[src/rtl/fifo_ctrl.sv]
// fifo_ctrl: pointer/count/flag control and handshake status for a register-array FIFO
module fifo_ctrl #(
  parameter int DEPTH = 8,
  parameter int AW = 3
) (
  input  logic             clk,
  input  logic             reset_n,
  input  logic             wr_en,
  input  logic             rd_en,
  output logic [DEPTH-1:0] we,
  output logic [AW-1:0]    rd_sel,
  output logic             dout_en,
  output logic             full,
  output logic             empty,
  output logic [AW:0]      data_count,
  output logic             wr_ack,
  output logic             wr_err,
  output logic             rd_ack,
  output logic             rd_err
);
  // State bits double as the registered handshake flags {wr_ack, wr_err, rd_ack, rd_err}
  typedef enum logic [3:0] {
    IDLE      = 4'b0000,
    WRITE     = 4'b1000,
    READ      = 4'b0010,
    WR_RD     = 4'b1010,
    WR_ERR    = 4'b0100,
    RD_ERR    = 4'b0001,
    WR_RD_ERR = 4'b1001,
    WR_ERR_RD = 4'b0110
  } state_t;
  state_t state, state_n;
  logic [AW-1:0] wr_ptr, rd_ptr;
  logic [AW:0] count;
  logic wr_ok, rd_ok;
  assign full = count == (AW+1)'(DEPTH);
  assign empty = count == '0;
  assign data_count = count;
  assign wr_ok = wr_en & ~full;
  assign rd_ok = rd_en & ~empty;
  assign rd_sel = rd_ptr;
  // Strobes are suppressed during reset so a concurrent request never touches the bank
  assign we = (wr_ok & ~reset_n) ? {{(DEPTH-1){1'b0}}, 1'b1} << wr_ptr : '0;
  assign dout_en = rd_ok & ~reset_n;
  assign {wr_ack, wr_err, rd_ack, rd_err} = state;
  always_comb state_n = state_t'({wr_ok, wr_en & ~wr_ok, rd_ok, rd_en & ~rd_ok});
  always_ff @(posedge clk) begin
    if (reset_n) begin
      wr_ptr <= '0;
      rd_ptr <= '0;
      count <= '0;
      state <= IDLE;
    end else begin
      wr_ptr <= wr_ok ? wr_ptr + AW'(1) : wr_ptr;
      rd_ptr <= rd_ok ? rd_ptr + AW'(1) : rd_ptr;
      count <= count + (AW+1)'(wr_ok) - (AW+1)'(rd_ok);
      state <= state_n;
    end
  end
endmodule

[config.mk]
export PLATFORM = sky130hd
export DESIGN_NAME = fifo_ctrl
export DESIGN_NICKNAME = d
export VERILOG_FILES = /design/src/rtl/fifo_ctrl.sv
export SDC_FILE = /design/constraint.sdc
export NUM_CORES = 1
export LEC_CHECK = 0
export CELL_PAD_IN_SITES_DETAIL_PLACEMENT = 1
export CELL_PAD_IN_SITES_GLOBAL_PLACEMENT = 2
export CORE_MARGIN = 8
export CORE_UTILIZATION = 28
export DETAILED_ROUTE_END_ITERATION = 16
export PLACE_DENSITY = 0.89
export SLEW_MARGIN = 20
export SYNTH_ARGS = -nofsm -noshare
export SYNTH_HDL_FRONTEND = slang
export SYNTH_SLANG_ARGS = --single-unit
[constraint.sdc]
create_clock -name clk -period 5.5 [get_ports clk]
set_input_delay 0.55 -clock clk [delete_from_list [all_inputs] [get_ports clk]]
set_output_delay 0.55 -clock clk [all_outputs]
set_load 0.01 [all_outputs]
==> metrics.md <==
| Metric | Value |
|---|---|
| CP startpoint | reset_n |
| Final Cycle Share | 55.6% |
| CP Capture Type | output pin |
| Area contributors post-synth | dfxtp_1 (35%), ha_1 (20%), and3_1 (4.7%) |
| Initial DRC Count | 30 |
| Slew @ Worst Pin | 0.553 ns |
| Die height | 69.7 µm |
| Fraction of layout instances using a drive strength above 1 | 8.85% |
| Layout Nets | 132 |
| Via count | 665 |
| Cell family with most CP delay | buffers and inverters |
| Yosys reg bits | 14 |
| Switching share of power | 36.0% |
| Slowest CP cell | clkdlybuf4s50_1 |
| Sink Count | 14 |
| Max-cap check violation count | 0 |
| CTS tree | built |
| Max-slew violation count | 0 |
| Setup crit start kind | input port |
| Clock power frac | between 15 and 20% |
| Worst path arrival time | 2.51 ns |
| Final setup fails | 0 |
| Area share of the largest cell type after synthesis | 34.7% |
| Clk Latency, worst-skew pair | 0.28 ns |
| Drt total wl | between 1500 and 2000 µm |
| Crit-path cells | clkdlybuf4s50_1, nand2b_1, nor2_2, and3_1, clkdlybuf4s50_1 |
| Post-CTS Hold Buffers | 0 |
| Reg area | 280 µm² |
| Avg Inst Size Synth | 9.28 µm² |
| Register area share after synthesis | a little over a third |
| # fillers | 334 |
| Num ports | 26 |
| Final clock skew | 0.00116 ns |
| LEAKAGE | 0.494 nW |
| Wire per inst | 12.1 µm |
| Diodes inserted | 0 |
| Finished Core Util | 40.6% |
| Synth area leader | dfxtp_1 |
| Sequential Power Share | 33.5% |
| Most Frequent Cell on Critical Path | clkdlybuf4s50_1 |
| Setup CP Type | in -> out |
| Max Fclk | 327 MHz |
| Max H-tree Level | 1 |
| DP HPWL | 1420 µm |
| Synth-to-Final Area Change | 38.8% |
| # DRC | 0 |
| Vias in the first global route | 722 |
| Synth Cell Area | 807 µm² |
| Gate power share | 49.7% |
| Commonest cells in the synthesized netlist | dfxtp_1 (14), ha_1 (13), inv_1 (9), and3_1 (6) |
| Yosys cell types | 30 |
| Critical R2R Launch | data_count[2]$_SDFF_PP0_ |
| Sum Neg Setup Slack | 0 ns |
| Post_cts resized | 0 |
| Crit path required time | around 5.0 ns |
| Hold Vio Cnt, Final | 0 |
| Power Dens Cells | 394 nW/µm² |
| Vias per cell | 4.62 |
| Drt first pass iters | 3 |
| Clock slew at reported path FFs | 0.09 ns |
| RSZ-0062 raised after global routing | false |
| Total core area | approximately 2800 µm² |
| Total die area | 4860 µm² |
| Most common cell in the netlist | dfxtp_1 |
| Post-synth net total | 105 |
| CTS Buf Count | 3 |
| Sum of buffers and inverters on the critical path | 2 |
| Cells after Synth | 87 |
| Post-synth ARST share | 0% |
| Initial core utilization | 29.3% |
| First-pass GRT wire length | approximately 3100 µm |
| Setup bufs post-CTS | 0 |
| Cell at the root of the clock tree | clkbuf_4 |
| Tmin final | 3.06 ns |
| Min-Delay Path Class | reg -> reg |
| Pin count of the biggest net entering global routing | 18 |
| Gp weighted congestion | 0.730 |
| Hold_sp | rd_sel[2]$_SDFFE_PP0P_ |
| Psw | 0.159 mW |
| Gr usage total | 7.41% |
| CP peak stage delay | 0.69 ns |
| Int Power | ~0.28 mW |
| Crit path max fanout | 17 |
| Initial antenna violation count | 0 |
| Post-DRT Antenna Nets | 0 |
| Port bufs | 25 |
| Outcome | finished, final reports clean |
| Global route overflow | 0 |
| Post-synth top flop | dfxtp_1 |
| Max VDD drop | about 240 µV |
| Post-synth EDFFs | 0 |
| Site Rows | 19 |
| Area of the multi-input gates | ~480 µm² |
| Max clock buf depth | 2 |
| Die width | approximately 70 µm |
| Relative slew margins | 63.0% |
| Warnings from Yosys | 0 |
## worst reg2reg max path: stages (launching register included)
cell and delay (ns):
dfxtp_1 0.32, inv_1 0.10, ha_1 0.15, or3b_1 0.50
nand2_1 0.13, ha_1 0.23, inv_1 0.06, ha_1 0.15
inv_1 0.05, fa_1 0.37, xor2_1 0.15, nor2_1 0.05
## metrics by stage
stage	setup slack [ns]	area (µm²)	instances	power [mW]	hold slack, ns
2_1_floorplan	3.28	807	87	0.279	0.502
3_3_place_gp	2.47	1080	140	0.368	0.470
3_5_place_dp	2.42	1080	140	0.375	0.485
4_1_cts	2.42	1120	144	0.452	0.498
5_1_grt	2.28	1120	144	0.484	0.515
6_report	2.44	1120	144	0.442	0.492
## flip-flops by register name (all words and copies together) (netlist names)
register / cells
wr_ptr: 3
rd_sel: 3
data_count: 4
state: 4
## area by class of cell
cell class                 count  share of cell area [%]
clock buffer                   4                    3.24
inverter                      10                    3.35
tap                           31                    3.46
sequential                    14                    25.0
timing repair buffer          25                    22.3
multi-input combinational     60                    42.6
## metal layers
layer	global-route usage [%]	wire length [µm]	up-vias
li1	-	-	338
met4	2.01	17	0
met2	12.7	778	21
met3	3.72	159	2
met5	0	0	-
met1	7.81	788	304
## kinds of logic after synthesis
kind of cell,after synthesis,share of synthesized area (%)
flip-flops,14,34.7
buffers and inverters,13,6.20
AND/OR/NAND/NOR,32,23.9
XOR/XNOR,1,1.09
adder cells (fa/ha/maj),14,22.6
AO/OA/AOI/OAI,11,8.84
multiplexers,2,2.64
## path summary, 6_finish.rpt
| kind | end | slack [ns] | cells after the start |
|---|---|---|---|
| worst max register to register | data_count[2]$_SDFF_PP0_ | 3.12 | 11 |
| worst min register to register | rd_sel[2]$_SDFFE_PP0P_ | 0.49 | 2 |
| worst max-delay path | we[2] | 2.44 | 5 |
| worst min-delay path | rd_sel[2]$_SDFFE_PP0P_ | 0.49 | 2 |
## layout by cell type, fill, tap and decap left out, types with 2 or more instances in the layout
cell              n
and2_1            2
nand2_1           2
nor2_1            5
nor2b_1           4
nand2b_1          4
clkdlybuf4s50_1  25
inv_1             9
a21o_1            2
a21oi_1           5
ha_1             13
clkbuf_4          3
and3_1            6
nand3_1           3
dfxtp_1          14
## power by group through the flow
stage | combinational (mW) | sequential (mW) | clock, mW
final | 0.220 | 0.148 | 0.0743
after global routing | 0.250 | 0.152 | 0.0813
after CTS | 0.227 | 0.149 | 0.0768
after detailed placement | 0.224 | 0.151 | 0
after global placement | 0.219 | 0.150 | 0
after floorplan | 0.122 | 0.157 | 0
(Power assumes the default switching activity.)
